===== config.mk =====
export PLATFORM = sky130hd
export DESIGN_NAME = opll_output_mixer_seq
export DESIGN_NICKNAME = d
export VERILOG_FILES = /design/src/rtl/opll_output_mixer_seq.sv
export SDC_FILE = /design/constraint.sdc
export NUM_CORES = 1
export LEC_CHECK = 0
export CAP_MARGIN = 40
export CORE_AREA = 5 5 94 96
export DETAILED_ROUTE_END_ITERATION = 6
export DIE_AREA = 0 0 99 101
export PLACE_DENSITY = 0.78
export SLEW_MARGIN = 20
export SYNTH_ARGS = -nofsm -noshare
export SYNTH_HDL_FRONTEND = slang
export SYNTH_SLANG_ARGS = --single-unit
export TNS_END_PERCENT = 1

===== constraint.sdc =====
create_clock -name clk -period 3.08 [get_ports clk]
set_input_delay 0.616 -clock clk [delete_from_list [all_inputs] [get_ports clk]]
set_output_delay 0.616 -clock clk [all_outputs]
set_load 0.05 [all_outputs]

===== src/rtl/opll_output_mixer_seq.sv =====
// opll_output_mixer_seq: per-frame sweep of carrier/rhythm slots into melody and rhythm sums
module opll_output_mixer_seq #(
    parameter int RD_LAT    = 1,
    parameter int RHY_SHIFT = 1
) (
    input  logic               clk,
    input  logic               reset_n,
    input  logic               clkena,
    input  logic [4:0]         slot,
    input  logic [1:0]         stage,
    input  logic               rhythm,
    output logic [4:0]         maddr,
    input  logic [9:0]         mdata,
    output logic signed [13:0] melody_out,
    output logic signed [13:0] rhythm_out,
    output logic               out_valid,
    output logic               busy,
    output logic               overrun
);
    typedef enum logic [2:0] {IDLE, ISSUE, WAIT, ACC, DONE} state_t;
    state_t state, state_nx;
    logic [3:0] idx;
    logic [1:0] cnt;
    logic rhy_q, fs, last, is_rhy;
    logic [4:0] addr;
    logic signed [13:0] acc_m, acc_r, smp;
    assign fs     = clkena && slot == 5'd0 && stage == 2'd0;
    assign is_rhy = rhy_q && idx >= 4'd6;
    assign last   = idx == (rhy_q ? 4'd10 : 4'd8);
    assign addr   = is_rhy ? 5'(idx) + 5'd7 : {idx, 1'b1};
    assign smp    = mdata[9] ? -$signed({5'd0, mdata[8:0]}) : $signed({5'd0, mdata[8:0]});
    // state register
    always_ff @(posedge clk or negedge reset_n)
        if (!reset_n) state <= IDLE;
        else          state <= state_nx;
    // next state; a frame start always restarts the sweep
    always_comb begin
        state_nx = state;
        if (fs) state_nx = ISSUE;
        else case (state)
            ISSUE:   state_nx = WAIT;
            WAIT:    state_nx = cnt == 2'd1 ? ACC : WAIT;
            ACC:     state_nx = last ? DONE : ISSUE;
            DONE:    state_nx = IDLE;
            default: state_nx = IDLE;
        endcase
    end
    // sweep datapath: address issue, read-latency wait, accumulate, publish
    always_ff @(posedge clk or negedge reset_n) begin
        if (!reset_n) begin
            maddr      <= '0;
            melody_out <= '0;
            rhythm_out <= '0;
            out_valid  <= 1'b0;
            busy       <= 1'b0;
            overrun    <= 1'b0;
            idx        <= '0;
            cnt        <= '0;
            rhy_q      <= 1'b0;
            acc_m      <= '0;
            acc_r      <= '0;
        end else begin
            out_valid <= 1'b0;
            if (fs) begin
                rhy_q <= rhythm;
                acc_m <= '0;
                acc_r <= '0;
                idx   <= '0;
                busy  <= 1'b1;
                if (busy) overrun <= 1'b1;
            end else case (state)
                ISSUE: begin
                    maddr <= addr;
                    cnt   <= 2'(RD_LAT);
                end
                WAIT: cnt <= cnt - 2'd1;
                ACC: begin
                    if (is_rhy) acc_r <= acc_r + (smp <<< RHY_SHIFT);
                    else        acc_m <= acc_m + smp;
                    if (!last) idx <= idx + 4'd1;
                end
                DONE: begin
                    melody_out <= acc_m;
                    rhythm_out <= acc_r;
                    out_valid  <= 1'b1;
                    busy       <= 1'b0;
                end
                default: ;
            endcase
        end
    end
endmodule


### Word level (Yosys, flattened, before mapping)

Cells that the tools add are included.

* reductions and logical operators: 16
* $lt $le $gt $ge: 1
* $add $sub $neg: 6
* bitwise gates (word level): 1
* eq/ne operators: 8
* multiplexer cells: 21

Operator list (count)
* 14-bit 2-to-1 mux: 7
* 14-bit adder: 2
* 9-bit negator with 14-bit output: 1
* 2-bit AND reduction: 7
* 4-bit 2-to-1 mux: 3
* 3-bit one-hot mux with 3 select lines: 1
* 2-bit nonzero test: 4
* 3-bit by 2-bit == test with 1-bit output (second input constant): 2
* 3-bit 2-to-1 mux: 2
* 4-bit by 3-bit adder with 5-bit output (second input constant): 1
* 5-bit zero test: 1
* 1-bit 2-to-1 mux: 5
* 5-bit 2-to-1 mux: 1
* 4-bit by 1-bit adder with 4-bit output (second input constant): 1
* 4-bit == test: 1
* 4-bit by 3-bit >= comparator with 1-bit output (second input constant): 1
* 2-bit inequality test (second input constant): 2
* 2-bit one-hot mux with 2 select lines: 1
* 3-bit by 1-bit == test with 1-bit output (second input constant): 1
* 3-bit == test (second input constant): 1
* 1-bit logical AND: 3
* 2-bit by 1-bit == test with 1-bit output (second input constant): 1
* 2-bit zero test: 1
* 2-bit 2-to-1 mux: 1
* other kinds (2): 2

* flip-flop bits (word level): 74
* output and inout port bits: 36
* word-level logic and storage cells: 65
* bits of input ports: 21

### Logic depth before layout (Yosys ltp)

* depth after elaboration: 6
* mapped depth: 12
* mapped depth without buffers: 12

### Worst setup path after synthesis

No wires, ideal clock.

* path type: in2reg
* start point: input port mdata[4]
* end point: register acc_m[13]
* stages on the path: 11
* data arrival time: 3.060 ns
* path buffers: 0
* path slack: -0.105 ns
* library setup time: 0.125 ns
* data required time: 2.955 ns
* cells stage by stage: nor3_1 -> nand3_1 -> o31a_2 -> xor2_1 -> ha_1 -> nand2_1 -> o21ai_1 -> a311o_1 -> o21ai_0 -> nor4b_2 -> mux2_4

* word-level cells in the longest chain between the ends: 6

RTL lines
* start, declared: line 13 `input logic [9:0] mdata,`
* 9-bit negator with 14-bit output: line 31 `assign smp = mdata[9] ? -$signed({5'd0, mdata[8:0]}) : $signed({5'd0, mdata[8:0]});`
* 14-bit 2-to-1 mux *: line 31
* 14-bit adder *: line 79 `else acc_m <= acc_m + smp;`
* 14-bit 2-to-1 mux *: line 78 `if (is_rhy) acc_r <= acc_r + (smp <<< RHY_SHIFT);`
* 14-bit 2-to-1 mux *: line 71 `end else case (state)`
* 14-bit 2-to-1 mux *: line 64 `if (fs) begin`
* end signal, assigned: line 79
* end, declared: line 26 `logic signed [13:0] acc_m, acc_r, smp;`

Every way passes the cells marked *; elsewhere a longest branch is shown, timed or not. The select of a mux whose other input is x is not followed.
A chain may end at the register's enable or synchronous reset.

### Worst setup path after layout

* start point: input port mdata[2]
* end point: register acc_m[13]

Same word-level chain as after synthesis.

==> results <==
- The flow ran to the end, but the final reports show violations.
- The final reports fail on setup timing.
- For this run, the total global-route usage over all layers was measured as 0.221.
- For this run, the detailed router's first-pass iteration total came to 6.
- The maximum number of pins on one net before global-route repair is 31.
- Headroom to the max-slew limit came out at 0.528.
- After routing the design area is 0.00600 mm².
- The cell accounting for the most synthesized area is dfrtp_1.
- The starting utilization of the core area is 0.523.
- For this design the total switching power over the nets is 0.00259 W.
- During synthesis, Yosys emitted a total of 0 warnings.
- The area growth from synthesis to layout is 44.1%.
- The smallest clock period supported by the final layout is computed as roughly 3100 ps.
- The overall routed net length is 11600 µm.
- The area of combinational cells with multiple inputs is 0.00257 mm².
- The met1 demand-to-capacity share in global routing is 0.285.
- The prevailing post-synth register cell is dfrtp_1.
- In this run the critical register-to-register path is captured at acc_r[13].
- Counting distinct cell types in the post-synthesis netlist gives 56.
- The total clock buffers created by CTS is 9.
- The path type of the worst setup path is in2reg.
- CTS built an H-tree with a depth of 3.
- The actual slew at the worst max-slew pin is 708 ps.
- The floorplan step defined a die boundary enclosing about 0.010 mm².
- Dividing the final minimum period by the clock period gives 1.01.
- Dividing the detail-routed via count by the number of cells gives about 5.6.
- The clock share of power is 0.132.
- Among all stages on the critical path, the largest delay is contributed by a311o_1.
- The final-report max-slew violation count is 0.
- The first routing iteration left 190 violations.
- Summed over all cells, the static leakage comes to 2.82 nW.
- At the worst endpoint, the required time is between 3000 and 4000 ps.
- Setup repair after global routing could not meet its margin everywhere.
- The library cell used most frequently in the layout, excluding fill and tap cells, is buf_4.
- Traced cell by cell, the critical path runs through clkdlybuf4s15_2 > nor3_4 > buf_6 > nand3_4 > o31a_4 > xor2_2 > ha_1 > nand2_2 > o21ai_2 > a311o_1 > buf_4 > nor3_4 > nor4b_4 > mux2_4.
- VDD sags by at most 0.000587 V.
- On the worst path, the slowest cell contributes a delay of 360 ps.
- The average cell area after synthesis is 10.8 µm².
- In this run the deepest clock path goes through 2 buffers.
- In this run, synthesis inferred 0 flip-flops with an integrated enable.
- The flip-flop and latch area is 0.00180 mm².
- For this design the top-level I/O count stands at 57.
- The initial antenna violation count is 0.
- The final setup violation count is 2.
- The library cells used most frequently in the layout, excluding fill and tap cells, are buf_4 (88), dfrtp_1 (72), clkdlybuf4s50_1 (44).
- The met2 usage in global routing is 0.367.
- The share of flip-flops with an asynchronous set or reset is 1.00.
- The routing layer with the top usage in global route is met2.
- The placed instances occupy a cell area of 0.00542 mm².
- The worst register-to-register path begins at acc_r[1].
- The combinational share of power is 0.593.
- The area fraction of the dominant cell type after synthesis is 0.433.
- The internal reg-to-reg setup slack is 620 ps.
- After detailed routing, the average wire length per cell comes to 18.1 µm.
- The total core area is 0.00797 mm².
- Data arrives at the worst endpoint at 3350 ps.
- The floorplan step set the die width to 99 µm.
- The post-detailed-route count of antenna-violating nets is 0.
- The DRC violation count after routing is 0.
- The library cell used as clock root buffer is clkbuf_8.
- In this run the tool buffered the top-level ports with 55 buffer cells.
- The worst reg-to-reg path cell count is 8.
- In the post-synthesis netlist, the biggest area contributors are dfrtp_1 (43%), ha_1 (9.3%), mux2_2 (8.1%), a22o_1 (5.3%), xnor2_1 (3.6%).
- Synthesis produced a netlist with a net count of approximately 440.
- The share of cells above drive strength 1 is 0.361.
- For the worst-skew pair, the clock arrives at the later sink with an insertion delay of 350 ps.
- The cell area after technology mapping is 0.00416 mm².
- The total count of hold-check failures in the final report is 0.
- The sequential fraction of the synthesis area is 0.433.
- The via count of the first global-routing pass is 3635.
- Counting every instance in the synthesized netlist gives 385.
- The maximum achievable frequency is 321 MHz.
- The synthesized design contains slightly above 70 register bits.
- Of the total power, the share spent switching nets is 0.422.
- The worst-case clock skew is 9.42 ps.
- The cell type group with the largest total delay on the critical path is compound AO/OA/AOI/OAI gates.
- The startpoint class of the critical path is an input pin.
- The row count is 33.
- The most numerous cell type found on the critical path is nor3_4.
- Cell internal power was estimated by the tool at roughly 0.0035 W.
- The end-of-flow core utilization is 0.753.
- The met3 track demand over resource is 0.0484.
- The congestion estimate from routability-driven global placement came to 0.940.
- Once routing completed, OpenROAD measured the worst setup slack at -33.9 ps.
- The clock edge transition at the registers on the reported setup and hold paths is 80 ps.
- The min-delay analysis places its worst path in the category in2async.
- The number of vias in the routed layout is 3569.
- The clock tree from TritonCTS is done.
- The wire-length estimate of the detail-placed layout is 7580 µm.
- Power spread over the standard cell area amounts to 1020 mW/mm².
- The number of violations of the max-capacitance limit is 0.
- The net count of the finished layout is 581.
- The sink count of the clock tree is 72.
- The vertical extent of the die is 101 µm.
- The global-route wire length before repair is 17600 µm.
- After global routing the overflow that remains totals 0.
- The count of inserted antenna diode cells is 0.
- The final-layout fill cell count is slightly above 500.
- Along the worst path, the maximum fanout reaches 2.
- The combined buffer and inverter count along the critical path is 3.
- The critical path capture point type is a flip-flop.
- The part of the power in registers is 0.275.
## power groups by stage
stage | Sequential (W) | Clock (W) | Combinational (W)
after floorplan | 0.00203 | 0 | 0.00168
after detailed placement | 0.00168 | 0 | 0.00327
after global placement | 0.00166 | 0 | 0.00319
after CTS | 0.00167 | 0.000827 | 0.00342
after global routing | 0.00174 | 0.000867 | 0.00391
final | 0.00168 | 0.000811 | 0.00364
## how the worst max path moves through the flow
stage                   from        end  slack (ps)  depth (start not counted)
floorplan           mdata[6]  acc_m[13]          10                          9
global placement    mdata[6]  acc_m[13]        -520                         11
detailed placement  mdata[1]  acc_m[13]        -660                         13
CTS                 mdata[2]  acc_m[13]           2                         14
global route        mdata[2]  acc_r[13]        -230                         13
finish              mdata[2]  acc_m[13]         -30                         14
## state kept, by name (all words and copies together), names as in the netlist
name        cells
rhy_q           1
melody_out     14
maddr           5
acc_r          13
overrun         1
state           3
busy            1
rhythm_out     13
idx             4
cnt             2
acc_m          14
out_valid       1
## per-layer routing
layer	vias up	wire length, µm	share of wire
met1	1761	4850	0.42
met2	100	5910	0.51
met4	0	272	0.024
li1	1684	-	-
met3	24	523	0.045
met5	-	0	0
## cells by family after synthesis
group,count (synthesis),synth area share
AO/OA/AOI/OAI,107,0.180
AND/OR/NAND/NOR,79,0.0992
flip-flops,72,0.433
XOR/XNOR,34,0.0715
adder cells (fa/ha/maj),33,0.103
multiplexers,31,0.0847
buffers and inverters,28,0.0279
other,1,0.000901
## synthesized netlist by cell type, drive strengths merged, types with 2 or more instances
cell,number
nand4,4
inv,13
dfrtp,72
o21ai,18
a221o,2
nor4b,2
and2,3
nor2,19
nand2b,3
a31oi,2
mux2,31
xor2,17
a21oi,28
o211a,2
a21o,7
a22o,25
ha,31
nand3,6
nor3,5
nor4,4
clkbuf,7
nor2b,2
nand2,23
xnor2,17
and3,2
o31ai,3
o21a,9
fa,2
buf,8
## metrics by stage
| stage | cells | total power (W) | hold WS, ps | TNS (ps) | setup slack, ps |
|---|---|---|---|---|---|
| after floorplan | 385 | 0.00371 | 320 | 0 | 11.7 |
| after global placement | 614 | 0.00484 | 436 | -5950 | -518 |
| after detailed placement | 614 | 0.00495 | 455 | -6700 | -661 |
| after CTS | 635 | 0.00592 | 311 | 0 | 2.08 |
| after global routing | 637 | 0.00651 | 361 | -505 | -226 |
| final | 637 | 0.00613 | 308 | -59.3 | -33.9 |
## final cells by class
cell class,count,share of cell area
multi-input combinational,285,0.429
sequential,72,0.300
timing repair buffer,146,0.205
clock buffer,14,0.0304
tap,105,0.0219
inverter,13,0.00813
clock inverter,2,0.00584
## worst register-to-register path: stages, from the launching register on
cell and delay (ps):
dfrtp_1 410, ha_1 220, fa_1 410, a21oi_1 210, o21ai_1 130, o2111a_1 290
nor4bb_1 390, o21ai_0 180, a21oi_2 160
## timing repair
| item | CTS | global route |
|---|---|---|
| gates resized for setup | 45 | 34 |
| hold endpoints to repair | 0 | 0 |
| pin swaps | 26 | 25 |
| endpoints found under the setup margin | 12 | 8 |
| hold buffers | 0 | 0 |
| setup buffers | 5 | 2 |
No activity file was read; power rests on OpenSTA's default activity.
